<file path="src/rtl/instr_mem_loader_pkg.sv">
// Shared constants and state encoding for the instruction-memory loader.
package instr_mem_loader_pkg;

    localparam int unsigned WORD_W         = 32;
    localparam int unsigned BYTE_W         = 8;
    localparam int unsigned COUNT_W        = 16;
    localparam int unsigned BYTES_PER_WORD = 4;
    localparam int unsigned IDX_W          = $clog2(BYTES_PER_WORD);

    typedef enum logic [1:0] {
        IDLE  = 2'd0,
        RECV  = 2'd1,
        WRITE = 2'd2,
        DONE  = 2'd3
    } state_t;

endpackage

</file>
<file path="src/rtl/instr_mem_loader_byte_word_packer.sv">
// Little-endian byte-to-word assembler: first byte lands in [7:0], fourth in [31:24].
module byte_word_packer
    import instr_mem_loader_pkg::*;
(
    input  logic              clk,
    input  logic              reset,
    input  logic              clear,
    input  logic              accept,
    input  logic [BYTE_W-1:0] byte_in,
    output logic [WORD_W-1:0] word,
    output logic              last_byte
);

    logic [IDX_W-1:0] idx;

    // Shift each accepted byte in from the top; the index wraps after the last byte of a word.
    always_ff @(posedge clk or negedge reset) begin
        if (!reset) begin
            idx  <= '0;
            word <= '0;
        end else if (clear) begin
            idx <= '0;
        end else if (accept) begin
            word <= {byte_in, word[WORD_W-1:BYTE_W]};
            idx  <= idx + IDX_W'(1);
        end
    end

    assign last_byte = (idx == IDX_W'(BYTES_PER_WORD - 1));

endmodule

</file>
<file path="src/rtl/instr_mem_loader.sv">
// Streams program bytes into instruction memory while holding the CPU in reset.
module instr_mem_loader
    import instr_mem_loader_pkg::*;
#(
    parameter int unsigned MEM_WORDS = 18,
    parameter logic [31:0] BASE_ADDR = 32'h0
)(
    input  logic               clk,
    input  logic               reset,
    input  logic               start,
    input  logic [COUNT_W-1:0] word_count,
    input  logic               abort,
    input  logic [BYTE_W-1:0]  byte_in,
    input  logic               byte_valid,
    output logic               byte_ready,
    output logic               wr_en,
    output logic [WORD_W-1:0]  wr_addr,
    output logic [WORD_W-1:0]  wr_data,
    output logic               cpu_hold,
    output logic               done,
    output logic               err
);

    localparam logic [WORD_W-1:0] MAX_WORDS = WORD_W'(MEM_WORDS);
    localparam logic [WORD_W-1:0] ADDR_INC  = WORD_W'(BYTES_PER_WORD);

    state_t             state;
    logic [WORD_W-1:0]  addr;
    logic [COUNT_W-1:0] remaining;
    logic               wr_pending;
    logic               accept;
    logic               last_byte;
    logic [WORD_W-1:0]  word;

    // A byte is taken only while ready; an abort in the same cycle discards it.
    assign accept  = byte_valid && byte_ready && !abort;
    // Abort during the write cycle must kill the strobe in that same cycle.
    assign wr_en   = wr_pending && !abort;
    assign wr_data = word;

    // Packer index is held at zero whenever idle, so aborted partial words vanish.
    byte_word_packer u_packer (
        .clk       (clk),
        .reset     (reset),
        .clear     (state == IDLE),
        .accept    (accept),
        .byte_in   (byte_in),
        .word      (word),
        .last_byte (last_byte)
    );

    // Load sequencer with address/count tracking; outputs follow the state they enter.
    always_ff @(posedge clk or negedge reset) begin
        if (!reset) begin
            state      <= IDLE;
            addr       <= BASE_ADDR;
            remaining  <= '0;
            byte_ready <= 1'b0;
            wr_pending <= 1'b0;
            wr_addr    <= '0;
            cpu_hold   <= 1'b0;
            done       <= 1'b0;
            err        <= 1'b0;
        end else begin
            wr_pending <= 1'b0;
            done       <= 1'b0;
            case (state)
                IDLE: begin
                    if (start) begin
                        cpu_hold <= 1'b1;
                        if (word_count == '0) begin
                            done  <= 1'b1;
                            state <= DONE;
                        end else if (WORD_W'(word_count) > MAX_WORDS) begin
                            err   <= 1'b1;
                            done  <= 1'b1;
                            state <= DONE;
                        end else begin
                            err        <= 1'b0;
                            remaining  <= word_count;
                            addr       <= BASE_ADDR;
                            byte_ready <= 1'b1;
                            state      <= RECV;
                        end
                    end
                end
                RECV: begin
                    if (abort) begin
                        err        <= 1'b1;
                        byte_ready <= 1'b0;
                        cpu_hold   <= 1'b0;
                        state      <= IDLE;
                    end else if (accept && last_byte) begin
                        byte_ready <= 1'b0;
                        wr_pending <= 1'b1;
                        wr_addr    <= addr;
                        state      <= WRITE;
                    end
                end
                WRITE: begin
                    if (abort) begin
                        err      <= 1'b1;
                        cpu_hold <= 1'b0;
                        state    <= IDLE;
                    end else begin
                        addr      <= addr + ADDR_INC;
                        remaining <= remaining - COUNT_W'(1);
                        if (remaining == COUNT_W'(1)) begin
                            done  <= 1'b1;
                            state <= DONE;
                        end else begin
                            byte_ready <= 1'b1;
                            state      <= RECV;
                        end
                    end
                end
                DONE: begin
                    cpu_hold <= 1'b0;
                    state    <= IDLE;
                end
                default: begin
                    state <= IDLE;
                end
            endcase
        end
    end

endmodule
</file>
<file path="config.mk">
export PLATFORM = sky130hd
export DESIGN_NAME = instr_mem_loader
export DESIGN_NICKNAME = d
export VERILOG_FILES = /design/src/rtl/instr_mem_loader_pkg.sv /design/src/rtl/instr_mem_loader_byte_word_packer.sv /design/src/rtl/instr_mem_loader.sv
export SDC_FILE = /design/constraint.sdc
export NUM_CORES = 1
export LEC_CHECK = 0
export CAP_MARGIN = 5
export CORE_MARGIN = 1
export CORE_UTILIZATION = 45
export CTS_CLUSTER_DIAMETER = 40
export DETAILED_ROUTE_END_ITERATION = 10
export GPL_TIMING_DRIVEN = 1
export PLACE_DENSITY = 0.69
export SLEW_MARGIN = 20
export SYNTH_ARGS = -nofsm -noshare
export SYNTH_HDL_FRONTEND = slang
export SYNTH_SLANG_ARGS = --single-unit
</file>
<file path="constraint.sdc">
create_clock -name clk -period 2.8 [get_ports clk]
set_input_delay 0.56 -clock clk [delete_from_list [all_inputs] [get_ports clk]]
set_output_delay 0.56 -clock clk [all_outputs]
set_load 0.1 [all_outputs]
</file>
## Word-level counts from Yosys, hierarchy flattened

Cells that the tools add are included.
W data, S select, Z words.

| word-level totals | value |
|---|---|
| register bits after elaboration | 121 |
| input bits | 29 |
| output and inout bits | 69 |

| cells by class | value |
|---|---|
| $add $sub $neg | 3 |
| magnitude comparators | 1 |
| equality and inequality tests | 12 |
| multiplexer cells | 44 |
| bitwise gates (word level) | 2 |
| reductions and logical operators | 19 |

Operators with widths:

| cell | count |
|---|---|
| $mux W32 | 4 |
| $mux W16 | 4 |
| $pmux W32 S2 | 1 |
| $add A32 B3 Y32 const B | 1 |
| $pmux W16 S2 | 1 |
| $mux W1 | 20 |
| $mux W2 | 9 |
| $eq A16 B1 Y1 const B | 1 |
| $gt A16 B5 Y1 const B | 1 |
| $logic_not A16 Y1 | 1 |
| $sub A16 B1 Y16 const B | 1 |
| $ne A2 B2 Y1 const B | 5 |
| $pmux W2 S4 | 1 |
| $reduce_and A7 Y1 | 1 |
| $eq A2 B2 Y1 const B | 3 |
| $pmux W1 S3 | 2 |
| $reduce_and A2 Y1 | 3 |
| $reduce_bool A2 Y1 | 3 |
| $reduce_and A5 Y1 | 1 |
| $logic_and A1 B1 Y1 | 4 |
| $pmux W1 S2 | 2 |
| $reduce_and A4 Y1 | 1 |
| $ne A3 B3 Y1 const B | 1 |
| $reduce_and A3 Y1 | 1 |
| other kinds (8) | 9 |

## Depth between registers and ports, before layout

| logic depth | value |
|---|---|
| word-level depth | 6 |
| gate-level depth with buffers | 10 |

## Cells and area by module

Synthesis repeated with hierarchy kept, for this count alone.

| second synthesis, totals | value |
|---|---|
| cell total of the unflattened synthesis | 518 |
| area total of the unflattened synthesis | 5965.7 um^2 |

By module, submodules not included:

| module | times used | cells an instance | area each (um^2) |
|---|---|---|---|
| instr_mem_loader | 1 | 442 | 4518.1 |
| byte_word_packer | 1 | 76 | 1447.6 |

## Least setup slack after synthesis

No wires, ideal clock.

| timing | value |
|---|---|
| path kind | in2out |
| start point | in abort |
| end point | out wr_en |
| arrival time | 2.078 ns |
| data required time | 2.240 ns |
| path slack | 0.162 ns |
| stages on the path | 2 |
| cells stage by stage | clkbuf_1 -> nor2b_1 |

| on the way | value |
|---|---|
| cells in the longest elaborated chain, start to end | 2 |

Ends and longest elaborated chain:

| item | RTL line | text |
|---|---|---|
| start: declaration | instr_mem_loader.sv:12 | `input logic abort,` |
| $logic_not A1 Y1 | instr_mem_loader.sv:38 | `assign wr_en = wr_pending && !abort;` |
| $logic_and A1 B1 Y1 | instr_mem_loader.sv:38 |  |
| end: declaration | instr_mem_loader.sv:16 | `output logic wr_en,` |

Every way passes these cells.

## Worst setup path in the final report

| timing | value |
|---|---|
| start point | in word_count[0] |
| end point | reg addr[8] |

| on the way | value |
|---|---|
| cells in the longest elaborated chain, start to end | 3 |
| elaborated cells between the ends (all ways) | 5 |
| those cells by class | order compare (1); eq/ne (2); reduce/logical (2) |

Ends and longest elaborated chain:

| item | RTL line | text |
|---|---|---|
| start: declaration | instr_mem_loader.sv:11 | `input logic [COUNT_W-1:0] word_count,` |
| $gt A16 B5 Y1 or $logic_not A16 Y1 (tied branches) | instr_mem_loader.sv:74, instr_mem_loader.sv:71 |  |
| $ne A2 B2 Y1 (no line) | - |  |
| $reduce_and A5 Y1 (no line) (*) | - |  |
| end signal: assignment | instr_mem_loader.sv:106 | `addr <= addr + ADDR_INC;` |
| end: declaration | instr_mem_loader.sv:28 | `logic [WORD_W-1:0] addr;` |

Every way passes the cells marked *; elsewhere a longest branch is shown, timed or not.
A chain may end at the register's enable or synchronous reset.

==> metrics.md <==
| Metric | Value |
|---|---|
| Post-route antenna net violation count | 0 |
| Antenna violations before repair | 0 |
| Distinct cells, synth | 60 |
| CTS tree | yes |
| Register-to-Register Setup Slack | ~630 ps |
| Post-synthesis cell area | 5756 µm² |
| Worst hold path type | input port to asynchronous set/reset pin |
| Critical path's top delay family | compound AO/OA/AOI/OAI gates |
| Buf/Inv on CP | 2 |
| Vias in the first global route | around 4800 |
| Site Rows | 40 |
| First-pass GRT wire length | 23.03 mm |
| DRC Markers | 0 |
| # resized after CTS | 0 |
| Outcome | completed |
| Post-place setup slack | 38.38 ps |
| Capturing point of the worst reg2reg path | addr[8] |
| Area leader, netlist | dfrtp_1 |
| Die width | 115.1 µm |
| Switching power | between 4 and 5 mW |
| Gate Count Post-Synth | 527 |
| Clk buf depth | 2 |
| CP Max Fanout | 18 |
| GR Overflow Total | 0 |
| Drt total wl | 13.66 mm |
| # diodes | 0 |
| Most numerous cell in the Yosys netlist | dfrtp_1 |
| WL per Instance | 16.88 µm |
| Critical Path Start | word_count[0] |
| Power Density | roughly 1200 nW/µm² |
| Iteration-0 DRC count of the detailed router | 207 |
| Main synth FF type | dfrtp_1 |
| Num CTS Buffers | 17 |
| Worst Setup Path Type | input port to register |
| Via-to-Cell Ratio | 5.812 |
| Final setup fails | 0 |
| Routability cong. | 0.8155 |
| Synth area leaders | dfrtp_1 (51%), mux2_2 (12%), nand3_1 (2.8%) |
| Post-synth EDFFs | 0 |
| Synth warn | 0 |
| Die area | 13250 µm² |
| Sw frac | 46.36% |
| Area Overhead vs Synth | 31.02% |
| Worst Clk Skew | 5.526 ps |
| Setup crit start kind | input port |
| DIE HEIGHT | 115.1 µm |
| Final nets | roughly 670 |
| Sink Count | about 120 |
| CTS H-tree depth | 4 |
| Core area | approximately 12000 µm² |
| Share of power burned in registers | a little over a quarter |
| FF-to-FF path depth | 8 |
| Top cell type's share of synthesized area | 50.87% |
| GRT Util Overall | 22.55% |
| Seq cells post-synth | 117 |
| Worst-path cell chain | clkdlybuf4s50_1 -> a211o_1 -> a22oi_2 -> a31o_2 -> nand2_2 -> buf_12 -> o311ai_0 |
| FF-to-FF Start | state[0] |
| Worst Tran Pin Value | 614.2 ps |
| DR vias | approximately 4700 |
| Max-cap viol count | 0 |
| Tcrit/Tclk final | between 80% and 90% |
| Synth cell count leaders | dfrtp_1 (117), mux2_2 (63), nand3_1 (32), o21ai_0 (26) |
| DP HPWL | about 9.3 mm |
| Post-route minimum period | 2421 ps |
| Fin worst setup slack | 378.9 ps |
| Clk slew on worst S/H paths | 60 ps |
| Critical path arrival | 2690 ps |
| Pint | 4.910 mW |
| 1st-pass router iterations | 8 |
| Port Buf Inserts | 95 |
| Synth async-reset ratio | 100.0% |
| Final Max Tran Viols | 0 |
| Worst EP required | 3070 ps |
| Latest clock arrival within the worst-skew pair | 410 ps |
| Total negative setup slack | 0 ps |
| Root Driver | clkbuf_16 |
| Final hold vios | 0 |
| P_leak | ~3.3 nW |
| Peak supply drop | about 1400 µV |
| Avg Inst Size Synth | 10.92 µm² |
| Initial core utilization | 46.94% |
| Seq/Total Area, Yosys | 50.87% |
| Crit-path slowest cell | clkdlybuf4s50_1 |
| Pin count of the biggest net entering global routing | 47 |
| Setup Fix Bufs, Post-CTS | 0 |
| Combinational power share | 47.5% |
| F_max | 413.0 MHz |
| Clock power share | about a quarter |
| Layout cells sized above 1 | approximately a third |
| CP Capture Type | register |
| Slowest stage delay, CP | ~460 ps |
| CTS Hold Bufs | 0 |
| Rel. slew slack | 59.05% |
| RSZ-0062 raised after global routing | no |
| Top Ports | 98 |
placed cells by master, fill, tap and decap left out, types with 17 or more instances in the layout:
master           synthesis  final
dfrtp_1                117    117
buf_4                    2     85
mux2_2                  63     63
nand3_1                 32     32
clkdlybuf4s50_1          0     27
o21ai_0                 26     26
nand2_1                 25     25
nor2_1                  19     17
o31ai_1                 17     17
clkbuf_16                0     17
power groups by stage:
stage | logic (mW) | registers, mW | clock network, mW
4_1_cts | 4.35 | 2.45 | 2.40
5_1_grt | 4.56 | 2.51 | 2.48
6_report | 4.35 | 2.45 | 2.35
2_1_floorplan | 1.32 | 4.25 | 0
3_3_place_gp | 4.28 | 2.44 | 0
3_5_place_dp | 4.34 | 2.46 | 0
through the flow:
step / total power, mW / hold WS (ps) / area, µm² / instances / utilization, %
after floorplan: 5.571 / 264.4 / 5759 / 528 / -
after global placement: 6.727 / 480.0 / 6897 / 779 / 56.24
after detailed placement: 6.809 / 495.2 / 6897 / 779 / 56.24
after CTS: 9.204 / 182.4 / 7541 / 809 / 61.50
after global routing: 9.549 / 206.9 / 7541 / 809 / 61.50
final: 9.153 / 168.7 / 7541 / 809 / 61.50
sequential cells by signal (all words and copies together), names as in the netlist:
name / flops
done: 1
cpu_hold: 1
byte_ready: 1
err: 1
u_packer.idx: 2
wr_pending: 1
u_packer.word: 32
state: 2
remaining: 16
wr_addr: 30
addr: 30
cell families (layout without fill, tap and decap cells):
kind of cell / count (synthesis) / after routing / synth area share (%)
flip-flops: 117 / 117 / 50.87
adder cells (fa/ha/maj): 8 / 8 / 1.739
XOR/XNOR: 1 / 1 / 0.1522
buffers and inverters: 47 / 160 / 3.370
AO/OA/AOI/OAI: 123 / 123 / 14.98
AND/OR/NAND/NOR: 166 / 166 / 16.33
other: 1 / 2 / 0.06515
multiplexers: 64 / 64 / 12.50
worst max path at each step:
| stage | to | slack, ps | cells after the start |
|---|---|---|---|
| 3_3_place_gp | addr[23] | 130 | 7 |
| 6_report | addr[8] | 380 | 7 |
| 5_1_grt | addr[8] | 210 | 7 |
| 4_1_cts | addr[8] | 400 | 7 |
| 2_1_floorplan | wr_en | 160 | 2 |
| 3_5_place_dp | remaining[8] | 40 | 7 |
cell type report:
cell class	count	area, µm²
clock inverters	10	177.7
fillers	1030	4721
flip-flops and latches	117	2928
repair buffers	120	1069
multi-input cells	364	2653
well taps	168	210.2
inverters	10	37.54
clock buffers	20	466.7
routing by layer:
metal  track usage, %  part of all wire, %  vias up
met4            10.30                  2.1        0
li1                 -                    -     2206
met1            28.11                   44     2318
met5                0                    0        -
met2            35.38                   47      151
met3            7.855                  6.5       27
Power figures use the tool's default switching activity.
